$ cat config.mk
export PLATFORM = sky130hd
export DESIGN_NAME = alu_cmd_sequencer_flat
export DESIGN_NICKNAME = d
export VERILOG_FILES = /design/src/rtl/alu_cmd_sequencer_if.sv /design/src/rtl/alu_cmd_sequencer.sv /design/src/flat_wrapper.sv
export SDC_FILE = /design/constraint.sdc
export NUM_CORES = 1
export LEC_CHECK = 0
export BUFFER_PORTS_ARGS = -buffer_cell sky130_fd_sc_hd__buf_2
export CORE_MARGIN = 10
export CORE_UTILIZATION = 40
export CTS_BUF_LIST = sky130_fd_sc_hd__clkbuf_8
export CTS_CLUSTER_DIAMETER = 200
export CTS_CLUSTER_SIZE = 8
export DETAILED_ROUTE_END_ITERATION = 16
export PLACE_DENSITY_LB_ADDON = 0.08
export SYNTH_ARGS = -nofsm -noshare
export SYNTH_HDL_FRONTEND = slang
export SYNTH_SLANG_ARGS = --single-unit
$ cat constraint.sdc
create_clock -name clk -period 7.7 [get_ports clk]
set_clock_uncertainty 0.1 [all_clocks]
set_input_delay 0.77 -clock clk [delete_from_list [all_inputs] [get_ports clk]]
set_output_delay 0.77 -clock clk [all_outputs]
set_load 0.05 [all_outputs]
$ cat src/rtl/alu_cmd_sequencer_if.sv
// rtl/alu_cmd_sequencer_if.sv - command, ALU and result signal bundle for alu_cmd_sequencer
//
// Purpose: groups the producer command stream, the ALU issue/completion pair,
// the consumer result stream and the status outputs of the sequencer.
// Ports (signals):
//   cmd_valid/cmd_ready, cmd_opA, cmd_opB, cmd_opcode, cmd_tag  - command in
//   alu_opA, alu_opB, alu_opcode, alu_en                         - ALU issue
//   alu_res, alu_done                                            - ALU completion
//   res_valid/res_ready, res_data, res_opcode, res_tag           - result out
//   timeout_err, busy, fifo_count                                - status
// Modports: slave = sequencer side, master = producer/ALU/consumer side.
interface alu_cmd_sequencer_if #(
  parameter int DEPTH = 4,
  parameter int TAG_W = 4
);
  localparam int CNT_W = $clog2(DEPTH) + 1;

  logic             cmd_valid;
  logic             cmd_ready;
  logic [15:0]      cmd_opA;
  logic [15:0]      cmd_opB;
  logic [1:0]       cmd_opcode;
  logic [TAG_W-1:0] cmd_tag;

  logic [15:0]      alu_opA;
  logic [15:0]      alu_opB;
  logic [1:0]       alu_opcode;
  logic             alu_en;
  logic [31:0]      alu_res;
  logic             alu_done;

  logic             res_valid;
  logic             res_ready;
  logic [31:0]      res_data;
  logic [1:0]       res_opcode;
  logic [TAG_W-1:0] res_tag;

  logic             timeout_err;
  logic             busy;
  logic [CNT_W-1:0] fifo_count;

  modport slave (
    input  cmd_valid, cmd_opA, cmd_opB, cmd_opcode, cmd_tag,
    input  alu_res, alu_done, res_ready,
    output cmd_ready, alu_opA, alu_opB, alu_opcode, alu_en,
    output res_valid, res_data, res_opcode, res_tag,
    output timeout_err, busy, fifo_count
  );

  modport master (
    output cmd_valid, cmd_opA, cmd_opB, cmd_opcode, cmd_tag,
    output alu_res, alu_done, res_ready,
    input  cmd_ready, alu_opA, alu_opB, alu_opcode, alu_en,
    input  res_valid, res_data, res_opcode, res_tag,
    input  timeout_err, busy, fifo_count
  );
endinterface

$ cat src/rtl/alu_cmd_sequencer.sv
// rtl/alu_cmd_sequencer.sv - command FIFO and issue/wait/hold sequencer for a multi-cycle ALU
//
// Purpose: buffers commands in a DEPTH-entry FIFO, issues them one at a time to
// the ALU with a one-cycle alu_en pulse, waits for alu_done (bounded by
// TIMEOUT cycles), then holds the result with its tag until the consumer
// accepts it.
// Ports:
//   clk  - rising-edge clock
//   nrst - asynchronous reset, active-high despite its name
//   bus  - alu_cmd_sequencer_if.slave: command in, ALU issue/completion,
//          result out, status (timeout_err, busy, fifo_count)
module alu_cmd_sequencer #(
  parameter int DEPTH   = 4,
  parameter int TAG_W   = 4,
  parameter int TIMEOUT = 64
) (
  input logic                clk,
  input logic                nrst,
  alu_cmd_sequencer_if.slave bus
);
  localparam int PTR_W = $clog2(DEPTH);
  localparam int CNT_W = PTR_W + 1;
  localparam int TMR_W = $clog2(TIMEOUT);

  localparam logic [1:0] IDLE  = 2'd0;
  localparam logic [1:0] ISSUE = 2'd1;
  localparam logic [1:0] WAIT  = 2'd2;
  localparam logic [1:0] HOLD  = 2'd3;

  typedef struct packed {
    logic [15:0]      op_a;
    logic [15:0]      op_b;
    logic [1:0]       opcode;
    logic [TAG_W-1:0] tag;
  } cmd_t;

  cmd_t             mem_q [DEPTH];
  cmd_t             mem_d [DEPTH];
  logic [PTR_W-1:0] wr_ptr_q, wr_ptr_d;
  logic [PTR_W-1:0] rd_ptr_q, rd_ptr_d;
  logic [CNT_W-1:0] count_q, count_d;
  logic [1:0]       state_q, state_d;
  logic [TMR_W-1:0] timer_q, timer_d;
  logic [TAG_W-1:0] tag_q, tag_d;
  logic [15:0]      alu_op_a_q, alu_op_a_d;
  logic [15:0]      alu_op_b_q, alu_op_b_d;
  logic [1:0]       alu_opcode_q, alu_opcode_d;
  logic             alu_en_q, alu_en_d;
  logic             res_valid_q, res_valid_d;
  logic [31:0]      res_data_q, res_data_d;
  logic [1:0]       res_opcode_q, res_opcode_d;
  logic [TAG_W-1:0] res_tag_q, res_tag_d;
  logic             timeout_err_q, timeout_err_d;

  logic full;
  logic push;
  logic pop;
  cmd_t head;

  assign full = (count_q == CNT_W'(DEPTH));
  // cmd_ready is forced low while reset is held so nothing is accepted then.
  assign bus.cmd_ready = ~full & ~nrst;
  assign push = bus.cmd_valid & bus.cmd_ready;
  // Pop only from IDLE; the head is read from registered storage, so a
  // command pushed this cycle is not visible to the FSM until the next one.
  assign pop  = (state_q == IDLE) && (count_q != '0);
  assign head = mem_q[rd_ptr_q];

  always_comb begin
    mem_d         = mem_q;
    wr_ptr_d      = wr_ptr_q;
    rd_ptr_d      = rd_ptr_q;
    count_d       = count_q;
    state_d       = state_q;
    timer_d       = timer_q;
    tag_d         = tag_q;
    alu_op_a_d    = alu_op_a_q;
    alu_op_b_d    = alu_op_b_q;
    alu_opcode_d  = alu_opcode_q;
    alu_en_d      = 1'b0;
    res_valid_d   = res_valid_q;
    res_data_d    = res_data_q;
    res_opcode_d  = res_opcode_q;
    res_tag_d     = res_tag_q;
    timeout_err_d = timeout_err_q;

    if (push) begin
      mem_d[wr_ptr_q] = '{op_a: bus.cmd_opA, op_b: bus.cmd_opB,
                          opcode: bus.cmd_opcode, tag: bus.cmd_tag};
      wr_ptr_d = wr_ptr_q + PTR_W'(1);
    end
    if (pop) begin
      rd_ptr_d = rd_ptr_q + PTR_W'(1);
    end
    case ({push, pop})
      2'b10:   count_d = count_q + CNT_W'(1);
      2'b01:   count_d = count_q - CNT_W'(1);
      default: count_d = count_q;
    endcase

    case (state_q)
      IDLE: begin
        if (pop) begin
          alu_op_a_d   = head.op_a;
          alu_op_b_d   = head.op_b;
          alu_opcode_d = head.opcode;
          tag_d        = head.tag;
          alu_en_d     = 1'b1;
          state_d      = ISSUE;
        end
      end
      ISSUE: begin
        timer_d = '0;
        state_d = WAIT;
      end
      WAIT: begin
        // Completion is tested first so a done on the final cycle still wins.
        if (bus.alu_done) begin
          res_data_d   = bus.alu_res;
          res_opcode_d = alu_opcode_q;
          res_tag_d    = tag_q;
          res_valid_d  = 1'b1;
          state_d      = HOLD;
        end else if (timer_q == TMR_W'(TIMEOUT - 1)) begin
          timeout_err_d = 1'b1;
          state_d       = IDLE;
        end else begin
          timer_d = timer_q + TMR_W'(1);
        end
      end
      HOLD: begin
        if (bus.res_ready) begin
          res_valid_d = 1'b0;
          state_d     = IDLE;
        end
      end
      default: state_d = IDLE;
    endcase
  end

  always_ff @(posedge clk or posedge nrst) begin
    if (nrst) begin
      for (int i = 0; i < DEPTH; i++) mem_q[i] <= '0;
      wr_ptr_q      <= '0;
      rd_ptr_q      <= '0;
      count_q       <= '0;
      state_q       <= IDLE;
      timer_q       <= '0;
      tag_q         <= '0;
      alu_op_a_q    <= '0;
      alu_op_b_q    <= '0;
      alu_opcode_q  <= '0;
      alu_en_q      <= 1'b0;
      res_valid_q   <= 1'b0;
      res_data_q    <= '0;
      res_opcode_q  <= '0;
      res_tag_q     <= '0;
      timeout_err_q <= 1'b0;
    end else begin
      mem_q         <= mem_d;
      wr_ptr_q      <= wr_ptr_d;
      rd_ptr_q      <= rd_ptr_d;
      count_q       <= count_d;
      state_q       <= state_d;
      timer_q       <= timer_d;
      tag_q         <= tag_d;
      alu_op_a_q    <= alu_op_a_d;
      alu_op_b_q    <= alu_op_b_d;
      alu_opcode_q  <= alu_opcode_d;
      alu_en_q      <= alu_en_d;
      res_valid_q   <= res_valid_d;
      res_data_q    <= res_data_d;
      res_opcode_q  <= res_opcode_d;
      res_tag_q     <= res_tag_d;
      timeout_err_q <= timeout_err_d;
    end
  end

  assign bus.alu_opA     = alu_op_a_q;
  assign bus.alu_opB     = alu_op_b_q;
  assign bus.alu_opcode  = alu_opcode_q;
  assign bus.alu_en      = alu_en_q;
  assign bus.res_valid   = res_valid_q;
  assign bus.res_data    = res_data_q;
  assign bus.res_opcode  = res_opcode_q;
  assign bus.res_tag     = res_tag_q;
  assign bus.timeout_err = timeout_err_q;
  assign bus.busy        = (state_q != IDLE) | (count_q != '0);
  assign bus.fifo_count  = count_q;
endmodule

$ cat src/flat_wrapper.sv
// flat-port wrapper written by rule: the top's interface ports become plain ports
module alu_cmd_sequencer_flat 
#(
  parameter int DEPTH   = 4,
  parameter int TAG_W   = 4,
  parameter int TIMEOUT = 64
)
  (clk, nrst, bus_cmd_valid, bus_cmd_opA, bus_cmd_opB, bus_cmd_opcode, bus_cmd_tag, bus_alu_res, bus_alu_done, bus_res_ready, bus_cmd_ready, bus_alu_opA, bus_alu_opB, bus_alu_opcode, bus_alu_en, bus_res_valid, bus_res_data, bus_res_opcode, bus_res_tag, bus_timeout_err, bus_busy, bus_fifo_count);
  alu_cmd_sequencer_if #(.DEPTH(DEPTH), .TAG_W(TAG_W)) bus_i ();
  input logic clk;
  input logic nrst;
  input wire logic [$bits(bus_i.cmd_valid)-1:0] bus_cmd_valid;
  input wire logic [$bits(bus_i.cmd_opA)-1:0] bus_cmd_opA;
  input wire logic [$bits(bus_i.cmd_opB)-1:0] bus_cmd_opB;
  input wire logic [$bits(bus_i.cmd_opcode)-1:0] bus_cmd_opcode;
  input wire logic [$bits(bus_i.cmd_tag)-1:0] bus_cmd_tag;
  input wire logic [$bits(bus_i.alu_res)-1:0] bus_alu_res;
  input wire logic [$bits(bus_i.alu_done)-1:0] bus_alu_done;
  input wire logic [$bits(bus_i.res_ready)-1:0] bus_res_ready;
  output wire logic [$bits(bus_i.cmd_ready)-1:0] bus_cmd_ready;
  output wire logic [$bits(bus_i.alu_opA)-1:0] bus_alu_opA;
  output wire logic [$bits(bus_i.alu_opB)-1:0] bus_alu_opB;
  output wire logic [$bits(bus_i.alu_opcode)-1:0] bus_alu_opcode;
  output wire logic [$bits(bus_i.alu_en)-1:0] bus_alu_en;
  output wire logic [$bits(bus_i.res_valid)-1:0] bus_res_valid;
  output wire logic [$bits(bus_i.res_data)-1:0] bus_res_data;
  output wire logic [$bits(bus_i.res_opcode)-1:0] bus_res_opcode;
  output wire logic [$bits(bus_i.res_tag)-1:0] bus_res_tag;
  output wire logic [$bits(bus_i.timeout_err)-1:0] bus_timeout_err;
  output wire logic [$bits(bus_i.busy)-1:0] bus_busy;
  output wire logic [$bits(bus_i.fifo_count)-1:0] bus_fifo_count;
  assign bus_i.cmd_valid = bus_cmd_valid;
  assign bus_i.cmd_opA = bus_cmd_opA;
  assign bus_i.cmd_opB = bus_cmd_opB;
  assign bus_i.cmd_opcode = bus_cmd_opcode;
  assign bus_i.cmd_tag = bus_cmd_tag;
  assign bus_i.alu_res = bus_alu_res;
  assign bus_i.alu_done = bus_alu_done;
  assign bus_i.res_ready = bus_res_ready;
  assign bus_cmd_ready = bus_i.cmd_ready;
  assign bus_alu_opA = bus_i.alu_opA;
  assign bus_alu_opB = bus_i.alu_opB;
  assign bus_alu_opcode = bus_i.alu_opcode;
  assign bus_alu_en = bus_i.alu_en;
  assign bus_res_valid = bus_i.res_valid;
  assign bus_res_data = bus_i.res_data;
  assign bus_res_opcode = bus_i.res_opcode;
  assign bus_res_tag = bus_i.res_tag;
  assign bus_timeout_err = bus_i.timeout_err;
  assign bus_busy = bus_i.busy;
  assign bus_fifo_count = bus_i.fifo_count;
  alu_cmd_sequencer #(.DEPTH(DEPTH), .TAG_W(TAG_W), .TIMEOUT(TIMEOUT)) u_core (.clk(clk), .nrst(nrst), .bus(bus_i));
endmodule
==> metrics.txt, run 1 <==
status=finished, final reports clean; Hold Path Class=input port to async pin; final wirelength=24500 microns; Worst-Margin Slew=0.991 ns; clock slew at reported path FFs=0.06 ns; Pwr Density=486 nW/um^2; worst vdd ir=0.206 mV; Post-synth EDFFs=0; Setup crit end kind=primary output; count leader, synth=dfrtp_1; ys flop type=dfrtp_1; leading area contributor after synthesis=dfrtp_1; grt total ovfl=0; Synth Cell Area=10800 sq um; Setup Buffers After CTS=0; Arrival @ worst endpoint=1.92 ns; Slew Viols, Final=0; CTS Buf Count=36; max_cap viols=0; port bufs=154; drt pass-1 iters=4; pin count of the biggest net entering global routing=116; Fmax=358 MHz; Clock Tree Root=clkbuf_8; Vert. Die Dim=185 microns; # rows=60; post-DP HPWL=15200 microns; DR iter-0 viols=183; Post-Place Setup Slack=4.88 ns; Tcrit/Tclk final=0.362; FILL cells=2319; Vias=5861; Post-CTS Resized=0; Ports=155; Initial Util=0.405; WL/cell=21.6 microns; final net count=871; reg-to-reg startpoint=u_core.state_q[0]$_DFFE_PP0P_; reg2reg path depth=8; Final Setup Violations=0; DRC viols=0; Worst Setup Start Kind=flop; DIE WIDTH=185 microns; Synth top area share=0.568; R2R Path End=u_core.bus.fifo_count[2]$_DFFE_PP0P_; commonest cells in the netlist=246 x dfrtp_1, 147 x mux2_2, 82 x mux2_4; R2R Setup Slk=4.92 ns; #FFs+latches synth=246; Pleak=5.54 nW; Skew-Pair Late Insertion Delay=0.52 ns; Slew HR=0.337; fraction of registers with async set/reset=1.00; clk sinks=246; Routability Congestion=0.744; CTS tree=yes; Mapped Cells=629; Tmin final=2.79 ns; vias per cell=5.16; share of cells above drive strength 1=0.603; largest cells by area after synthesis=dfrtp_1 57%, mux2_2 15%, mux2_4 11%; synth warn=0; antenna violations before repair=3; Final ANT Viol Nets=0; sequential element share of the synthesized area=0.568; Synth cell types=41; Layout area overhead=13.0%; syn_nets=711; Hold Vio Cnt, Final=0; first-pass GRT wire length=38500 microns; RSZ-0062 raised after global routing=false; gr usage total=0.143; CORE AREA=26800 sq um; Clock Path Buffers=3; WS Path Type=flop to primary output; FF+latch area=6160 sq um; number of global-route vias before repair=6659; H-Tree Depth=2; area of the multi-input gates=4270 sq um; die area=34100 sq um; cts-stage hold buffer count=0; Worst Setup Slack, final=4.91 ns; Critical Path Fanout Max=4; worst path required time=6.83 ns; Avg Inst Size Synth=17.2 sq um; setup TNS=0 ns
==> through the flow <==
step | hold slack (ns) | util | cell area [sq um] | instances | power [mW]
5_1_grt | 0.311 | 0.457 | 12300 | 1135 | 6.31
6_report | 0.343 | 0.457 | 12300 | 1136 | 5.95
4_1_cts | 0.303 | 0.457 | 12200 | 1134 | 6.05
3_3_place_gp | 0.343 | 0.437 | 11700 | 1092 | 5.01
3_5_place_dp | 0.353 | 0.437 | 11700 | 1092 | 5.11
2_1_floorplan | 0.375 | - | 10800 | 629 | 4.52
==> critical path, cell delays in order (launching register included) <==
cell and delay [ns]:
dfrtp_1 0.43, nor3_1 0.54, nand2_1 0.18, buf_2 0.26
==> layout by cell type (no fill, tap or decap), drive strengths merged, types with 2 or more instances in the layout <==
cell type	count
a31oi	3
clkbuf	38
nand2	14
xor2	3
ha	6
mux4	38
dfrtp	246
o21ai	2
nor3	3
xnor2	3
a21o	2
clkinvlp	2
a22o	4
inv	11
a21oi	5
nand3	2
diode	2
nor2	4
nor4	2
nor2b	2
and3	4
mux2	229
buf	159
==> cells by family (layout without fill, tap and decap cells) <==
| family | Yosys count | count (layout) | share of synthesized area |
|---|---|---|---|
| multiplexers | 268 | 268 | 0.346 |
| flip-flops | 246 | 246 | 0.568 |
| buffers and inverters | 46 | 210 | 0.0389 |
| AND/OR/NAND/NOR | 35 | 35 | 0.0190 |
| AO/OA/AOI/OAI | 21 | 21 | 0.0147 |
| adder cells (fa/ha/maj) | 7 | 7 | 0.00877 |
| XOR/XNOR | 6 | 6 | 0.00485 |
| other | 0 | 2 | 0 |
==> routing by layer <==
layer  part of all wire  GRT usage  routed length [microns]
met3              0.058     0.0417                     1420
met2               0.47      0.229                    11600
met5            0.00053          0                       13
met1               0.45      0.185                    11000
met4              0.019     0.0426                      471
==> sequential cells by signal, indices dropped and copies added (netlist names) <==
register / cells
u_core.mem_q: 152
u_core.bus.timeout_err: 1
u_core.bus.res_tag: 4
u_core.bus.res_data: 32
u_core.timer_q: 6
u_core.tag_q: 4
u_core.bus.alu_opcode: 2
u_core.bus.alu_opA: 16
u_core.bus.alu_opB: 16
u_core.bus.res_opcode: 2
u_core.bus.res_valid: 1
u_core.bus.fifo_count: 3
u_core.bus.alu_en: 1
u_core.state_q: 2
u_core.rd_ptr_q: 2
u_core.wr_ptr_q: 2
==> where the power goes <==
group	internal, mW	total [mW]	switching (mW)
clock	0.441	0.908	0.467
combinational	1.28	2.68	1.41
sequential	1.94	2.36	0.418
==> how the worst max path moves through the flow <==
stage / startpoint / to / slack, ns / cells after the start
global placement: u_core.state_q[0]$_DFFE_PP0P_ / u_core.bus.fifo_count[2]$_DFFE_PP0P_ / 4.94 / 8
global route: u_core.bus.fifo_count[0]$_DFFE_PP0P_ / bus_busy / 4.72 / 3
CTS: u_core.bus.fifo_count[0]$_DFFE_PP0P_ / bus_busy / 4.85 / 3
finish: u_core.bus.fifo_count[0]$_DFFE_PP0P_ / bus_busy / 4.91 / 3
floorplan: nrst / u_core.bus.alu_en$_DFF_PP0_ / 0.07 / 1
detailed placement: u_core.state_q[0]$_DFFE_PP0P_ / u_core.bus.fifo_count[2]$_DFFE_PP0P_ / 4.88 / 8
==> layout make-up <==
cell class                 count  share of cell area
sequential                   246               0.503
multi-input combinational    337               0.348
timing repair buffer         159              0.0660
clock buffer                  38              0.0427
tap                          341              0.0348
inverter                       9             0.00337
clock inverter                 4             0.00184
antenna                        2            0.000408
(Power assumes the default switching activity.)
==> run 2: changes to the inputs <==
--- a/config.mk
+++ b/config.mk
@@ -5,6 +5,7 @@
 export SDC_FILE = /design/constraint.sdc
 export NUM_CORES = 1
 export LEC_CHECK = 0
+export ABC_AREA = 1
 export BUFFER_PORTS_ARGS = -buffer_cell sky130_fd_sc_hd__buf_2
 export CORE_MARGIN = 10
 export CORE_UTILIZATION = 40
==> constraint.sdc (replaced) <==
create_clock -name clk -period 2.3 [get_ports clk]
set_clock_uncertainty 0.1 [all_clocks]
set_input_delay 0.23 -clock clk [delete_from_list [all_inputs] [get_ports clk]]
set_output_delay 0.23 -clock clk [all_outputs]
set_load 0.05 [all_outputs]
==> run 2 against run 1 <==
  * Largest cell class unchanged
  * Via count is 50% higher
  * Wire length is 17% higher
  * Critical path depth is 6 higher
  * Global-route usage is 2.8 points higher
  * Final area is 7.3% higher
  * Sequential share of layout area is 3.4 points lower
  * Highest routed layer is now met4
  * Register-to-register slack worse by 4.7 ns
  * Clock-buffer cell count stayed put
  * Non-clock buffer count is 95 higher
  * Sequential cell count stayed put
  * Die area is 0.45% lower
==> metrics.txt, run 2 <==
status=finished, final reports clean; Skew-Pair Late Insertion Delay=0.52 ns; vias per cell=4.82; DIE WIDTH=184 microns; H-Tree Depth=2; Post-synth EDFFs=0; Tcrit/Tclk final=0.923; RSZ-0062 raised after global routing=false; count leader, synth=nand2_1; Synth top area share=0.571; cell breakdown of the critical path=nor2_4, a21oi_4, nand2_1, ha_1, inv_1, fa_1, or2_2, nand2_1, xor2_1; sequential element share of the synthesized area=0.571; antenna violations before repair=0; DR iter-0 viols=570; Initial Util=0.404; share of cells above drive strength 1=0.171; first-pass GRT wire length=47800 microns; fraction of registers with async set/reset=1.00; max_cap viols=0; worst path required time=2.65 ns; number of global-route vias before repair=8764; # rows=60; slowest stage cell, crit path=dfrtp_1; Avg Inst Size Synth=8.48 sq um; largest cells by area after synthesis=dfrtp_1 57%, nand2_1 15%, o21ai_0 7.5%; Hold Vio Cnt, Final=0; Synth cell types=29; Vias=8820; Hold Path Class=input port to async pin; Layout area overhead=21.8%; Critical Path Fanout Max=4; WS Path Type=flop to flop; Slew HR=0.415; DRC viols=0; Arrival @ worst endpoint=2.47 ns; die area=33900 sq um; number of flip-flops in the largest register=152; gr usage total=0.171; Worst Setup Start Kind=flop; Worst-Margin Slew=0.877 ns; syn_nets=1354; cell family with most CP delay=simple AND/OR/NAND/NOR gates; routed length on met1=14500 microns; leading area contributor after synthesis=dfrtp_1; clock slew at reported path FFs=0.07 ns; #FFs+latches synth=246; Fmax=471 MHz; Ports=155; slowest stage delay, CP=0.45 ns; Core Util, Final=0.492; reg2reg path depth=9; final wirelength=28800 microns; Final ANT Viol Nets=0; Setup crit end kind=flop; Synth Cell Area=10800 sq um; Pwr Density=1460 nW/um^2; Reg with most FFs=u_core.mem_q; commonest non-fill, non-tap cells in the layout=417 x nand2_1, 244 x dfrtp_1, 164 x nor2_1; Mapped Cells=1272; WL/cell=15.7 microns; synth warn=0; commonest cells in the netlist=418 x nand2_1, 246 x dfrtp_1, 164 x nor2_1; Slew Viols, Final=0; n_diodes=0; grt total ovfl=0; CORE AREA=26700 sq um; port bufs=154; Final Setup Violations=0; Max Used Layer=met4; worst vdd ir=0.703 mV; drt pass-1 iters=5; met3 wire len=1540 microns; Routability Congestion=0.740; CTS tree=yes; worst hold slack=0.172 ns; ys flop type=dfrtp_1; Vert. Die Dim=184 microns; final net count=1569; CTS Buf Count=36; Crit path depth=9; clk sinks=246; most common cell after layout, fill and taps aside=nand2_1; FILL cells=2651; pin count of the biggest net entering global routing=159; post-DP HPWL=17400 microns; Pleak=6.85 nW; Clock Path Buffers=3; CP bufs+invs=1; DR WL met2=12300 microns; Most common cell on crit path=nand2_1; Tmin final=2.12 ns; Clock Tree Root=clkbuf_8
-- run 2: cells by family after synthesis --
group | after synthesis | share of synthesized area
compound gates | 236 | 0.117
xor+xnor | 3 | 0.00244
fa+ha+maj | 7 | 0.00881
buf+inv | 133 | 0.0638
flops | 246 | 0.571
simple gates | 647 | 0.237
-- run 2: worst paths after layout --
path / from / to / slack, ns
max: u_core.bus.fifo_count[0]$_DFFE_PP0P_ / u_core.bus.fifo_count[2]$_DFFE_PP0P_ / 0.18
min: nrst / u_core.state_q[1]$_DFFE_PP0P_ / 0.17
max reg2reg: u_core.bus.fifo_count[0]$_DFFE_PP0P_ / u_core.bus.fifo_count[2]$_DFFE_PP0P_ / 0.18
min reg2reg: u_core.bus.res_data[13]$_DFFE_PP0P_ / u_core.bus.res_data[13]$_DFFE_PP0P_ / 0.36
max in group asynchronous: nrst / u_core.rd_ptr_q[1]$_DFFE_PP0P_ / 0.73
min in group clk: u_core.bus.res_data[13]$_DFFE_PP0P_ / u_core.bus.res_data[13]$_DFFE_PP0P_ / 0.36
-- run 2: per-layer routing --
layer,global-route usage,vias to the layer above
li1,-,4457
met1,0.247,4122
met2,0.256,210
met3,0.0360,31
met4,0.0390,0
met5,0,-
-- run 2: stage by stage --
stage | total power, mW | setup slack (ns) | instances | cell area (sq um) | setup TNS (ns)
after global placement | 16.1 | 0.211 | 1716 | 11900 | 0
after floorplan | 13.9 | -2.81 | 1272 | 10800 | -753.21
after detailed placement | 16.2 | 0.181 | 1716 | 11900 | 0
final | 19.2 | 0.178 | 1830 | 13100 | 0
after CTS | 19.5 | 0.158 | 1830 | 13100 | 0
after global routing | 20.9 | 0.0710 | 1830 | 13100 | 0
-- run 2: where the power goes --
part           switching, mW  leakage (nW)  internal (mW)
combinational           6.21          3.46           2.62
sequential              1.06          3.10           6.26
clock                   1.57         0.284           1.47
total                   8.85          6.85           10.3
-- run 2: timing repair --
item / 4_1_cts / 5_1_grt
gates resized for setup: 0 / 0
endpoints found under the hold margin: 197 / 0
hold buffers: 74 / 0
buffers inserted: 0 / 0
-- run 2: worst min-delay path, stage by stage --
cell and delay, ns:
dlygate4sd3_1 0.54, buf_2 0.16, clkinvlp_4 0.25
-- run 2: layout make-up --
type / instances / area (sq um) / area share
inverter: 56 / 214 / 0.0163
clock buffer: 38 / 523 / 0.0398
sequential: 246 / 6160 / 0.469
multi-input combinational: 893 / 3990 / 0.304
tap: 341 / 427 / 0.0325
timing repair buffer: 254 / 1820 / 0.138
clock inverter: 2 / 7.51 / 0.000571
